File: src/rtl/pcnt_pkg.sv
// Shared types and default sizes for the programmable up/down counter.
package pcnt_pkg;

    // Boundary behaviour; RSVD is treated exactly like WRAP.
    typedef enum logic [1:0] {
        WRAP    = 2'd0,
        SAT     = 2'd1,
        ONESHOT = 2'd2,
        RSVD    = 2'd3
    } cnt_mode_e;

    localparam int DEF_WIDTH  = 8;
    localparam int DEF_STEP_W = 4;
    localparam int DEF_PRE_W  = 8;

endpackage : pcnt_pkg

File: src/rtl/pcnt_prescaler.sv
// Tick divider: one tick for every div+1 cycles with en high.
// The phase holds while en is low; restart forces it back to zero.
module pcnt_prescaler #(
    parameter int PRE_W = 8
) (
    input  logic             clk,
    input  logic             rst_n,
    input  logic             restart,
    input  logic             en,
    input  logic [PRE_W-1:0] div,
    output logic             tick
);

    logic [PRE_W-1:0] pre_q, pre_d;

    // Terminal phase reached; >= keeps it safe if div shrinks mid-count.
    assign tick = en && !restart && (pre_q >= div);

    // Next phase: restart > terminal rollover > advance > hold.
    always_comb begin
        pre_d = pre_q;
        if (restart)      pre_d = '0;
        else if (tick)    pre_d = '0;
        else if (en)      pre_d = pre_q + 1'b1;
    end

    // Phase register.
    always_ff @(posedge clk or negedge rst_n) begin
        if (!rst_n) pre_q <= '0;
        else        pre_q <= pre_d;
    end

endmodule : pcnt_prescaler

File: src/rtl/prog_counter_v2.sv
// Programmable bounded up/down counter with WRAP / SAT / ONESHOT boundary
// handling. Define PCNT_PRESCALE_EN to build the tick prescaler; without it
// every enabled cycle is a tick and pre_div is ignored.
module prog_counter_v2
    import pcnt_pkg::*;
#(
    parameter int WIDTH  = DEF_WIDTH,
    parameter int STEP_W = DEF_STEP_W,
    parameter int PRE_W  = DEF_PRE_W
) (
    input  logic              clk,
    input  logic              rst_n,
    input  logic              clear,
    input  logic              load,
    input  logic              enable,
    input  logic              up_down,
    input  logic [1:0]        mode,
    input  logic [WIDTH-1:0]  load_value,
    input  logic [WIDTH-1:0]  min_count,
    input  logic [WIDTH-1:0]  max_count,
    input  logic [STEP_W-1:0] step,
    input  logic [PRE_W-1:0]  pre_div,
    output logic [WIDTH-1:0]  count,
    output logic              tc,
    output logic              zero,
    output logic              cfg_err,
    output logic              wrap_pulse,
    output logic              done,
    output logic              overflow
);

    logic [WIDTH-1:0] count_q, count_d;
    logic             done_q, done_d;
    logic             ovf_q, ovf_d;
    logic             wp_q, wp_d;

    logic      cnt_en, pre_tick, tick, restart;
    logic      is_wrap, is_oneshot;
    cnt_mode_e mode_e;

    assign mode_e     = cnt_mode_e'(mode);
    assign is_wrap    = (mode_e == WRAP) || (mode_e == RSVD);
    assign is_oneshot = (mode_e == ONESHOT);

    assign cfg_err = (min_count > max_count);
    assign restart = clear || load;
    assign cnt_en  = enable && !done_q && !cfg_err;

`ifdef PCNT_PRESCALE_EN
    pcnt_prescaler #(.PRE_W(PRE_W)) u_pre (
        .clk     (clk),
        .rst_n   (rst_n),
        .restart (restart),
        .en      (cnt_en),
        .div     (pre_div),
        .tick    (pre_tick)
    );
`else
    logic unused_pre_div;
    assign unused_pre_div = ^pre_div;
    assign pre_tick       = 1'b1;
`endif

    assign tick = cnt_en && pre_tick;

    // One extra bit so a step past either bound is seen, not truncated.
    logic [WIDTH:0] cnt_x, step_x, min_x, max_x, sum_up, lim_dn;
    logic           up_ok, dn_ok, bnd;

    // Next-state: clear > load > tick > hold, with boundary handling.
    always_comb begin
        cnt_x   = {1'b0, count_q};
        step_x  = (WIDTH+1)'(step);
        min_x   = {1'b0, min_count};
        max_x   = {1'b0, max_count};
        sum_up  = cnt_x + step_x;
        lim_dn  = min_x + step_x;
        up_ok   = (sum_up <= max_x);
        dn_ok   = (cnt_x >= lim_dn);
        bnd     = 1'b0;
        count_d = count_q;
        done_d  = done_q;
        ovf_d   = ovf_q;
        wp_d    = 1'b0;
        if (clear) begin
            count_d = min_count;
            done_d  = 1'b0;
            ovf_d   = 1'b0;
        end else if (load) begin
            // With inverted bounds the clamp is meaningless, take the value raw.
            if (cfg_err)                   count_d = load_value;
            else if (load_value < min_count) count_d = min_count;
            else if (load_value > max_count) count_d = max_count;
            else                           count_d = load_value;
            done_d = 1'b0;
            ovf_d  = 1'b0;
        end else if (tick && (step != '0)) begin
            if (up_down) begin
                if (up_ok) count_d = sum_up[WIDTH-1:0];
                else begin
                    bnd     = 1'b1;
                    count_d = is_wrap ? min_count : max_count;
                end
            end else begin
                if (dn_ok) count_d = count_q - step_x[WIDTH-1:0];
                else begin
                    bnd     = 1'b1;
                    count_d = is_wrap ? max_count : min_count;
                end
            end
            if (bnd) begin
                wp_d = 1'b1;
                if (is_wrap)    ovf_d  = 1'b1;
                if (is_oneshot) done_d = 1'b1;
            end
        end
    end

    // Count and registered status flags.
    always_ff @(posedge clk or negedge rst_n) begin
        if (!rst_n) begin
            count_q <= '0;
            done_q  <= 1'b0;
            ovf_q   <= 1'b0;
            wp_q    <= 1'b0;
        end else begin
            count_q <= count_d;
            done_q  <= done_d;
            ovf_q   <= ovf_d;
            wp_q    <= wp_d;
        end
    end

    assign count      = count_q;
    assign done       = done_q;
    assign overflow   = ovf_q;
    assign wrap_pulse = wp_q;
    assign tc         = up_down ? (count_q == max_count) : (count_q == min_count);
    assign zero       = (count_q == '0);

endmodule : prog_counter_v2

File: config.mk
export PLATFORM = sky130hd
export DESIGN_NAME = prog_counter_v2
export DESIGN_NICKNAME = d
export VERILOG_FILES = /design/src/rtl/pcnt_pkg.sv /design/src/rtl/pcnt_prescaler.sv /design/src/rtl/prog_counter_v2.sv
export SDC_FILE = /design/constraint.sdc
export NUM_CORES = 1
export LEC_CHECK = 0
export ABC_CLOCK_PERIOD_IN_PS = 4800
export BUFFER_PORTS_ARGS = -buffer_cell sky130_fd_sc_hd__buf_4
export CAP_MARGIN = 30
export CORE_AREA = 10 10 120 122
export CTS_BUF_LIST = sky130_fd_sc_hd__clkbuf_16
export DETAILED_ROUTE_END_ITERATION = 10
export DIE_AREA = 0 0 130 132
export MAX_ROUTING_LAYER = met4
export PLACE_DENSITY_LB_ADDON = 0.12
export SYNTH_ARGS = -nofsm -noshare
export SYNTH_HDL_FRONTEND = slang
export SYNTH_SLANG_ARGS = --single-unit
File: constraint.sdc
create_clock -name clk -period 4.8 [get_ports clk]
set_clock_uncertainty 0.15 [all_clocks]
set_input_delay 0.48 -clock clk [delete_from_list [all_inputs] [get_ports clk]]
set_output_delay 0.48 -clock clk [all_outputs]
set_load 0.02 [all_outputs]
==> flow_summary_export.csv, run 1 <==
group,metric,value,unit
global_routing,grt.overflow.total,0,
synth,ys_types,62,
placed_design,gp_congestion,0.8361,
synth,yosysMostFrequentCell,"ha_1",
setup_path,path_cells,"inv_1 > fa_1 > nor3_1 > a211o_1 > nand3_1 > xor2_1 > inv_1 > ha_1 > nand3_1 > a211oi_1 > a2bb2oi_2 > or2_4 > a32oi_1 > mux2_2 > a211o_1",
cells_and_area,antennaDiodeCount,0,
setup_path,cpPeakStageDelay,0.50,ns
setup_path,r2r_slack,0.58,ns
synth,syn_area_per_cell,8.129,um2
setup_path,cp_data_required_time,4.76,ns
synth,synthFlopType,"dfrtp_1",
synth,synth_top_cells_by_area,"ha_1 (22%), dfrtp_1 (9.4%), mux2i_1 (6.5%)",
hold_path,hold_start,"done",
synth,synth_area,2943,um2
timing,hold_viol_final,0,
timing,fin_hold_ws,0.3712,ns
synth,synth_edf_count,0,
timing,max_freq,236.7,MHz
timing,fin_crit_sh,0.8800,
synth,ys_ff_latch,11,
setup_path,crit_path_start_kind,"register",
global_routing,track_usage,0.1291,
timing,finalCriticalPeriod,4.224,ns
setup_path,critPathMaxFanout,11,
hold_path,whs_path_depth,1,
cts,clkTransAtPathRegs,0.05,ns
hold_path,hp-class,"register to register",
routing,met1_length,5.163,mm
cells_and_area,drive_gt1_frac,0.1658,
routing,dr.pass1.iters,4,
die,fp.dieW,130,um
timing,maxSlewHeadroom,0.3804,
placed_design,place_area,3385,um2
die,initial_utilization,0.2471,
global_routing,antenna_found_initial,0,
routing,wire_per_inst,19.65,um
synth,netlist_instances,362,
synth,synth_common_cells,"ha_1 (52), inv_1 (37), a21oi_1 (25), nand2_1 (25), mux2i_1 (19)",
routing,antenna_left,0,
cts,root_buffer,"clkbuf_16",
global_routing,grt_pass1_wl,17.02,mm
cts,cts_buffer_depth,2,
synth,ys_seq_area_frac,0.09354,
synth,ys_async_sr_fraction,1.000,
die,die_h,132,um
setup_path,timing.rr.start,"count[1]",
run,maxCapViolations,0,
global_routing,grt_max_degree,25,
setup_path,cp-end-kind,"register",
setup_path,timing.rr.end,"count[0]",
die,dieArea,17160,um2
cts,clk_latency,0.24,ns
synth,ys_warn_count,0,
die,ios,58,
routing,viasPerCell,5.132,
global_routing,grt_pass1_vias,2968,
synth,yosysTopAreaCellShare,0.2211,
die,row_count,40,
cts,cts_tree,"yes",
timing,fin_tns_setup,0,ns
timing,setup_slack,0.5761,ns
pwr,p_per_area,255.5,nW/um2
routing,via_count,2828,
setup_path,ff2ff_path_depth,15,
cells_and_area,syn2layout_area_growth,18.03,%
routing,maxUsedRoutingLayer,"met4",
routing,post-route-drc-count,0,
placed_design,hpwl,9.078,mm
cts,ctsResizeCount,0,
timing,final_max_slew_viol_count,0,
synth,synth_nets,461,
routing,drt_iter0_drc,182,
pwr,total_power,887.3,uW
placed_design,port_buffers,49,
pwr,irDropWorstVdd,0.1008,mV
placed_design,dpl_worst_slack,0.5504,ns
setup_path,cp_data_arrival_time,4.18,ns
hold_path,holdPathEnd,"done",
timing,setup_viol,0,
routing,wirelength,10.83,mm
run_status,status,"finished, final reports clean",
timing,tightest_slew,0.9295,ns
cells_and_area,final_area,3473,um2
routing,dr_wl_met2,5.265,mm
timing,rsz0062_at_grt,"false",
setup_path,critPathKind,"register to register",
cts,clock-sinks,11,
synth,post-synth-top-area-cell,"ha_1",
cts,cts_max_level,1,
cts,cts-buffers-inserted,3,
cells_and_area,final_nets,504,
pwr,p_leak,0.001643,uW
routing,dr_wl_met3,240,um
setup_path,worst_path_max_delay_cell,"dfrtp_1",
die,core-area,11910,um2
-- worst max-delay path: cells and delay by family (launching register included) --
family | cells | cell delay [ns]
AO/OA/AOI/OAI | 5 | 1.19
adder cells (fa/ha/maj) | 2 | 0.76
XOR/XNOR | 1 | 0.22
AND/OR/NAND/NOR | 4 | 0.73
flip-flops | 1 | 0.50
multiplexers | 1 | 0.28
buffers and inverters | 2 | 0.24
-- through the flow --
stage	util	instances
final	0.2916	551
after global routing	0.2916	551
after CTS	0.2916	551
after detailed placement	0.2841	546
after global placement	0.2841	546
after floorplan	-	362
-- kinds of logic (layout without fill, tap and decap cells) --
kind of cell / Yosys count / count (layout) / synth area share
xor+xnor: 25 / 25 / 0.07440
buf+inv: 52 / 94 / 0.09098
flops: 11 / 11 / 0.09354
simple gates: 88 / 88 / 0.1624
mux: 22 / 22 / 0.07993
compound gates: 109 / 109 / 0.2572
fa+ha+maj: 55 / 55 / 0.2415
-- per-layer routing --
layer  vias up  track usage
li1       1443            -
met1      1318       0.1642
met2        54       0.2174
met3        13     0.009654
met4         0      0.02563
met5         -            -
-- worst max path at each step --
stage	slack [ns]	start	cells past startpoint	end
finish	0.58	count[1]	15	count[0]
global route	0.28	count[1]	15	count[0]
CTS	0.59	count[1]	15	count[0]
detailed placement	0.55	step[0]	17	count[0]
global placement	0.54	step[0]	17	count[0]
floorplan	1.04	count[1]	16	count[0]
-- cells in the final DEF (no fill, tap or decap), types with 5 or more instances in the layout --
master    count
nand2b_1      6
dfrtp_1      11
nand3_1       5
nand2_1      25
xor2_1       13
a21oi_1      25
o22ai_1      12
o211ai_1     15
nor2b_1       7
a211oi_1      6
mux2i_1      19
nor3_1        7
inv_1        38
a221oi_1      7
ha_1         52
o21ai_0      13
buf_4        51
nor2_1       14
nand4_1       7
xnor2_1      12
-- cell type report --
class / count / area (um2)
Fill cell: 1317 / 8438
Multi-Input combinational cell: 299 / 2400
Timing Repair Buffer: 52 / 392.9
Inverter: 38 / 142.6
Tap cell: 147 / 183.9
Clock buffer: 3 / 75.07
Clock inverter: 1 / 3.754
Sequential cell: 11 / 275.3
-- state kept, by name, summed over array words and instances, names as in the netlist --
register	cells
done	1
count	8
overflow	1
wrap_pulse	1
-- timing repair --
item	4_1_cts	5_1_grt
hold buffers	1	0
buffers inserted	0	0
endpoints found under the hold margin	11	0
-- report_power, final --
| part | switching [uW] | internal, uW | total (uW) |
|---|---|---|---|
| Clock | 48.2 | 110 | 158 |
| Sequential | 35.2 | 105 | 140 |
| Combinational | 337 | 252 | 589 |
| Total | 420 | 467 | 887 |
Note: power is estimated with default switching activity, not from simulation.
==> run 2: changes to the inputs <==
Settings changed: CORE_AREA 10 10 120 122 to 10 10 115 127, DIE_AREA 0 0 130 132 to 0 0 125 137.
==> flow_summary_export.csv, run 2 (synthesis results as in run 1) <==
group,metric,value,unit
cells_and_area,final_nets,508,
timing,maxSlewHeadroom,0.3833,
pwr,p_switching,419.1,uW
setup_path,cp_data_arrival_time,4.14,ns
timing,fin_tns_setup,0,ns
global_routing,track_usage,0.1340,
pwr,p_leak,0.001662,uW
cells_and_area,fin_util,0.2931,
pwr,irDropWorstVdd,0.09998,mV
cells_and_area,syn2layout_area_growth,19.35,%
hold_path,hp-class,"register to register",
cells_and_area,largest_reg_flops,8,
timing,final_max_slew_viol_count,0,
routing,drt_iter0_drc,185,
timing,fin_hold_ws,0.3644,ns
timing,fin_crit_sh,0.8698,
cts,cts_max_level,1,
setup_path,cp-end-kind,"register",
cts,clock-sinks,11,
cts,cts_buffer_depth,2,
routing,via_count,2927,
cells_and_area,final_common_cell,"buf_4",
run_status,status,"finished, final reports clean",
global_routing,grt_max_degree,25,
die,row_count,42,
timing,finalCriticalPeriod,4.175,ns
pwr,p_clk_frac,0.173,
routing,dr.pass1.iters,4,
timing,max_freq,239.5,MHz
cts,cts-buffers-inserted,3,
timing,setup_slack,0.6252,ns
cts,root_buffer,"clkbuf_16",
routing,wirelength,11.44,mm
cells_and_area,drive_gt1_frac,0.1740,
run,maxCapViolations,0,
timing,rsz0062_at_grt,"false",
cts,ctsResizeCount,0,
placed_design,hpwl,9.455,mm
cts,clkTransAtPathRegs,0.04,ns
pwr,intPower,473.7,uW
setup_path,cp_data_required_time,4.77,ns
timing,setup_viol,0,
routing,viasPerCell,5.208,
routing,antenna_left,0,
cts,cts_tree,"yes",
die,fp.dieW,125,um
cells_and_area,layout_common_cells,"buf_4 (55), ha_1 (52), inv_1 (38)",
setup_path,crit_path_start_kind,"register",
setup_path,critPathMaxFanout,11,
placed_design,dpl_worst_slack,0.6174,ns
die,initial_utilization,0.2456,
timing,hold_viol_final,0,
global_routing,antenna_found_initial,0,
global_routing,grt_pass1_wl,17.84,mm
die,ios,58,
die,die_h,137,um
die,core-area,11980,um2
routing,wire_per_inst,20.36,um
placed_design,port_buffers,49,
timing,tightest_slew,0.9251,ns
cts,clk_latency,0.24,ns
die,dieArea,17130,um2
routing,post-route-drc-count,0,
global_routing,grt_pass1_vias,3049,
cells_and_area,antennaDiodeCount,0,
setup_path,critPathKind,"register to register",
pwr,combPwrFrac,0.684,
pwr,p_per_area,254.2,nW/um2
placed_design,gp_congestion,0.7915,
global_routing,grt.overflow.total,0,
pwr,switching_share,0.4694,
pwr,seqPwrFrac,0.143,
[run 2: worst paths after layout]
kind | from | endpoint | slack, ns | depth (start not counted)
max reg2reg | count[1] | count[0] | 0.63 | 15
min | overflow | overflow | 0.36 | 1
min in group asynchronous | rst_n | count[6] | 0.47 | 2
max | count[1] | count[0] | 0.63 | 15
max in group asynchronous | rst_n | count[4] | 3.88 | 2
min reg2reg | overflow | overflow | 0.36 | 1
[run 2: critical path, cell delays in order (launching register included)]
cell and delay [ns]:
dfrtp_1 0.50, inv_1 0.17, fa_1 0.46, nor3_1 0.21
a211o_1 0.20, nand3_1 0.11, xor2_1 0.20, inv_1 0.07
ha_1 0.29, nand3_1 0.13, a211oi_1 0.30, a2bb2oi_2 0.32
or2_4 0.27, a32oi_1 0.11, mux2_2 0.28, a211o_1 0.27
[run 2: timing repair]
action,CTS,global route
hold endpoints to repair,11,0
setup buffers,0,0
hold buffers,1,0
[run 2: power by group through the flow]
stage                     Sequential [uW]  Clock [uW]  Combinational, uW
after detailed placement              129           0                611
final                                 128         154                611
after floorplan                       137           0                427
after global routing                  130         163                680
after global placement                129           0                609
after CTS                             128         155                614
[run 2: layout make-up]
cell class	count	area, um2
Clock buffer	3	75.07
Timing Repair Buffer	56	422.9
Multi-Input combinational cell	299	2400
Tap cell	154	192.7
Fill cell	1334	8469
Clock inverter	1	3.754
Inverter	38	142.6
Sequential cell	11	275.3
[run 2: metal layers]
metal,GRT usage,share of wire,vias up
li1,-,-,1446
met1,0.1765,0.48,1388
met2,0.2239,0.48,81
met3,0.006579,0.037,12
met4,0.02561,0.011,0
met5,-,0,-
[run 2: metrics by stage]
step | area [um2] | cells | power, uW
2_1_floorplan | 2943 | 362 | 564.0
3_3_place_gp | 3423 | 557 | 738.2
3_5_place_dp | 3423 | 557 | 740.2
4_1_cts | 3512 | 562 | 897.4
5_1_grt | 3512 | 562 | 972.9
6_report | 3512 | 562 | 892.8
==> run 3: changes to the inputs <==
--- a/config.mk
+++ b/config.mk
@@ -10,6 +10,6 @@
 export CAP_MARGIN = 30
-export CORE_AREA = 10 10 115 127
+export CORE_AREA = 3 3 108 120
 export CTS_BUF_LIST = sky130_fd_sc_hd__clkbuf_16
 export DETAILED_ROUTE_END_ITERATION = 10
-export DIE_AREA = 0 0 125 137
+export DIE_AREA = 0 0 111 123
 export MAX_ROUTING_LAYER = met4
==> constraint.sdc (replaced) <==
create_clock -name clk -period 4.8 [get_ports clk]
set_clock_uncertainty 0.15 [all_clocks]
set_input_delay 0.24 -clock clk [delete_from_list [all_inputs] [get_ports clk]]
set_output_delay 0.24 -clock clk [all_outputs]
set_load 0.02 [all_outputs]
==> flow_summary_export.csv, run 3 (synthesis results as in run 1) <==
group,metric,value,unit
routing,wirelength,11.32,mm
setup_path,r2r_slack,0.66,ns
routing,post-route-drc-count,0,
cts,cts_buffer_depth,2,
routing,wire_per_inst,20.07,um
pwr,p_leak,0.001670,uW
hold_path,hp-class,"input port to async pin",
routing,dr_wl_met3,478,um
routing,antenna_left,0,
pwr,p_per_area,255.1,nW/um2
placed_design,hpwl,9.276,mm
cts,ctsResizeCount,0,
setup_path,worst-path-buf-inv,2,
cts,cts_tree,"yes",
routing,met1_length,5.401,mm
die,row_count,42,
setup_path,worst_path_max_delay_cell,"dfrtp_1",
setup_path,crit_path_start_kind,"register",
run_status,status,"finished, final reports clean",
global_routing,track_usage,0.1703,
routing,maxUsedRoutingLayer,"met4",
setup_path,cp_data_arrival_time,4.10,ns
cts,clock-sinks,11,
setup_path,crit_family,"compound AO/OA/AOI/OAI gates",
cells_and_area,drive_gt1_frac,0.1805,
placed_design,gp_congestion,0.8331,
global_routing,antenna_found_initial,0,
setup_path,timing.rr.end,"count[0]",
routing,dr.pass1.iters,4,
die,ios,58,
cts,clk_latency,0.24,ns
die,die_h,123,um
timing,hold_viol_final,0,
die,initial_utilization,0.2467,
cells_and_area,largest_reg_flops,8,
cts,cts-buffers-inserted,3,
setup_path,timing.rr.start,"count[0]",
timing,fin_crit_sh,0.8618,
setup_path,critPathMaxFanout,11,
timing,maxSlewHeadroom,0.3645,
cells_and_area,final_cells,564,
setup_path,cp_data_required_time,4.76,ns
global_routing,grt_pass1_vias,2936,
cts,cts_max_level,1,
die,core-area,11930,um2
placed_design,dp_cells,559,
setup_path,ff2ff_path_depth,16,
global_routing,grt.overflow.total,0,
routing,dr_wl_met2,5.338,mm
pwr,irDropWorstVdd,0.1522,mV
die,dieArea,13650,um2
timing,max_freq,241.8,MHz
run,maxCapViolations,0,
die,fp.dieW,111,um
placed_design,port_buffers,49,
setup_path,path_cells,"ha_1 > inv_1 > fa_1 > nor3_1 > a211o_1 > nand3_1 > xor2_1 > inv_1 > ha_1 > nand3_1 > a211oi_1 > a2bb2oi_2 > or2_4 > a32oi_1 > mux2_2 > a211o_1",
cells_and_area,antennaDiodeCount,0,
cells_and_area,final_common_cell,"buf_4",
timing,rsz0062_at_grt,"false",
setup_path,cp-end-kind,"register",
timing,final_max_slew_viol_count,0,
timing,fin_tns_setup,0,ns
timing,tightest_slew,0.9532,ns
cells_and_area,syn2layout_area_growth,19.90,%
timing,setup_viol,0,
routing,via_count,2882,
global_routing,grt_max_degree,25,
timing,finalCriticalPeriod,4.136,ns
cells_and_area,layout_common_cells,"buf_4 (57), ha_1 (52), inv_1 (37)",
cts,clkTransAtPathRegs,0.04,ns
setup_path,cpPeakStageDelay,0.42,ns
setup_path,critPathKind,"register to register",
routing,viasPerCell,5.110,
cells_and_area,final_nets,510,
global_routing,grt_pass1_wl,17.50,mm
routing,drt_iter0_drc,163,
cts,root_buffer,"clkbuf_16",
-- run 3: cell count changes in the layout (fill, tap and decap cells not counted), sizes merged --
cell	change
inv	-1
buf	+2
clkinv	+1
-- run 3: how the worst max path moves through the flow --
stage,startpoint,endpoint,slack (ns),depth (start not counted)
after floorplan,count[1],count[0],1.04,16
after global placement,min_count[1],count[1],0.54,16
after CTS,count[0],count[0],0.65,16
after detailed placement,min_count[1],count[3],0.56,16
final,count[0],count[0],0.66,16
after global routing,count[0],count[0],0.36,16
-- run 3: metal layers --
layer | GRT usage | up-vias
li1 | - | 1445
met1 | 0.2330 | 1359
met2 | 0.2872 | 72
met3 | 0.01322 | 6
met4 | 0.01771 | 0
met5 | - | -
-- run 3: final cells by class --
type / instances / area (um2)
fillers: 1294 / 8401
repair buffers: 58 / 437.9
inverters: 38 / 142.6
clock buffers: 3 / 75.07
clock inverters: 1 / 5.005
multi-input cells: 299 / 2400
well taps: 154 / 192.7
flip-flops and latches: 11 / 275.3
-- run 3: per-stage QoR --
| step | area, um2 | hold WS, ns | total power [uW] | util | setup WS (ns) |
|---|---|---|---|---|---|
| 2_1_floorplan | 2943 | -0.2056 | 564.0 | - | 1.038 |
| 3_3_place_gp | 3438 | -0.06493 | 746.7 | 0.2882 | 0.5433 |
| 3_5_place_dp | 3438 | -0.06417 | 748.8 | 0.2882 | 0.5602 |
| 4_1_cts | 3528 | 0.2282 | 908.9 | 0.2958 | 0.6452 |
| 5_1_grt | 3528 | 0.2397 | 984.6 | 0.2958 | 0.3577 |
| 6_report | 3528 | 0.2292 | 900.2 | 0.2958 | 0.6635 |
-- run 3: timing repair --
action	4_1_cts	5_1_grt
hold endpoints to repair	11	0
setup buffers	0	0
hold buffers	1	0
-- run 3: power breakdown --
group          switching, uW  leakage, uW  internal, uW
registers               18.2     0.000134           106
clock network           41.8    0.0000409           110
logic                    361      0.00150           263
total                    421      0.00167           479
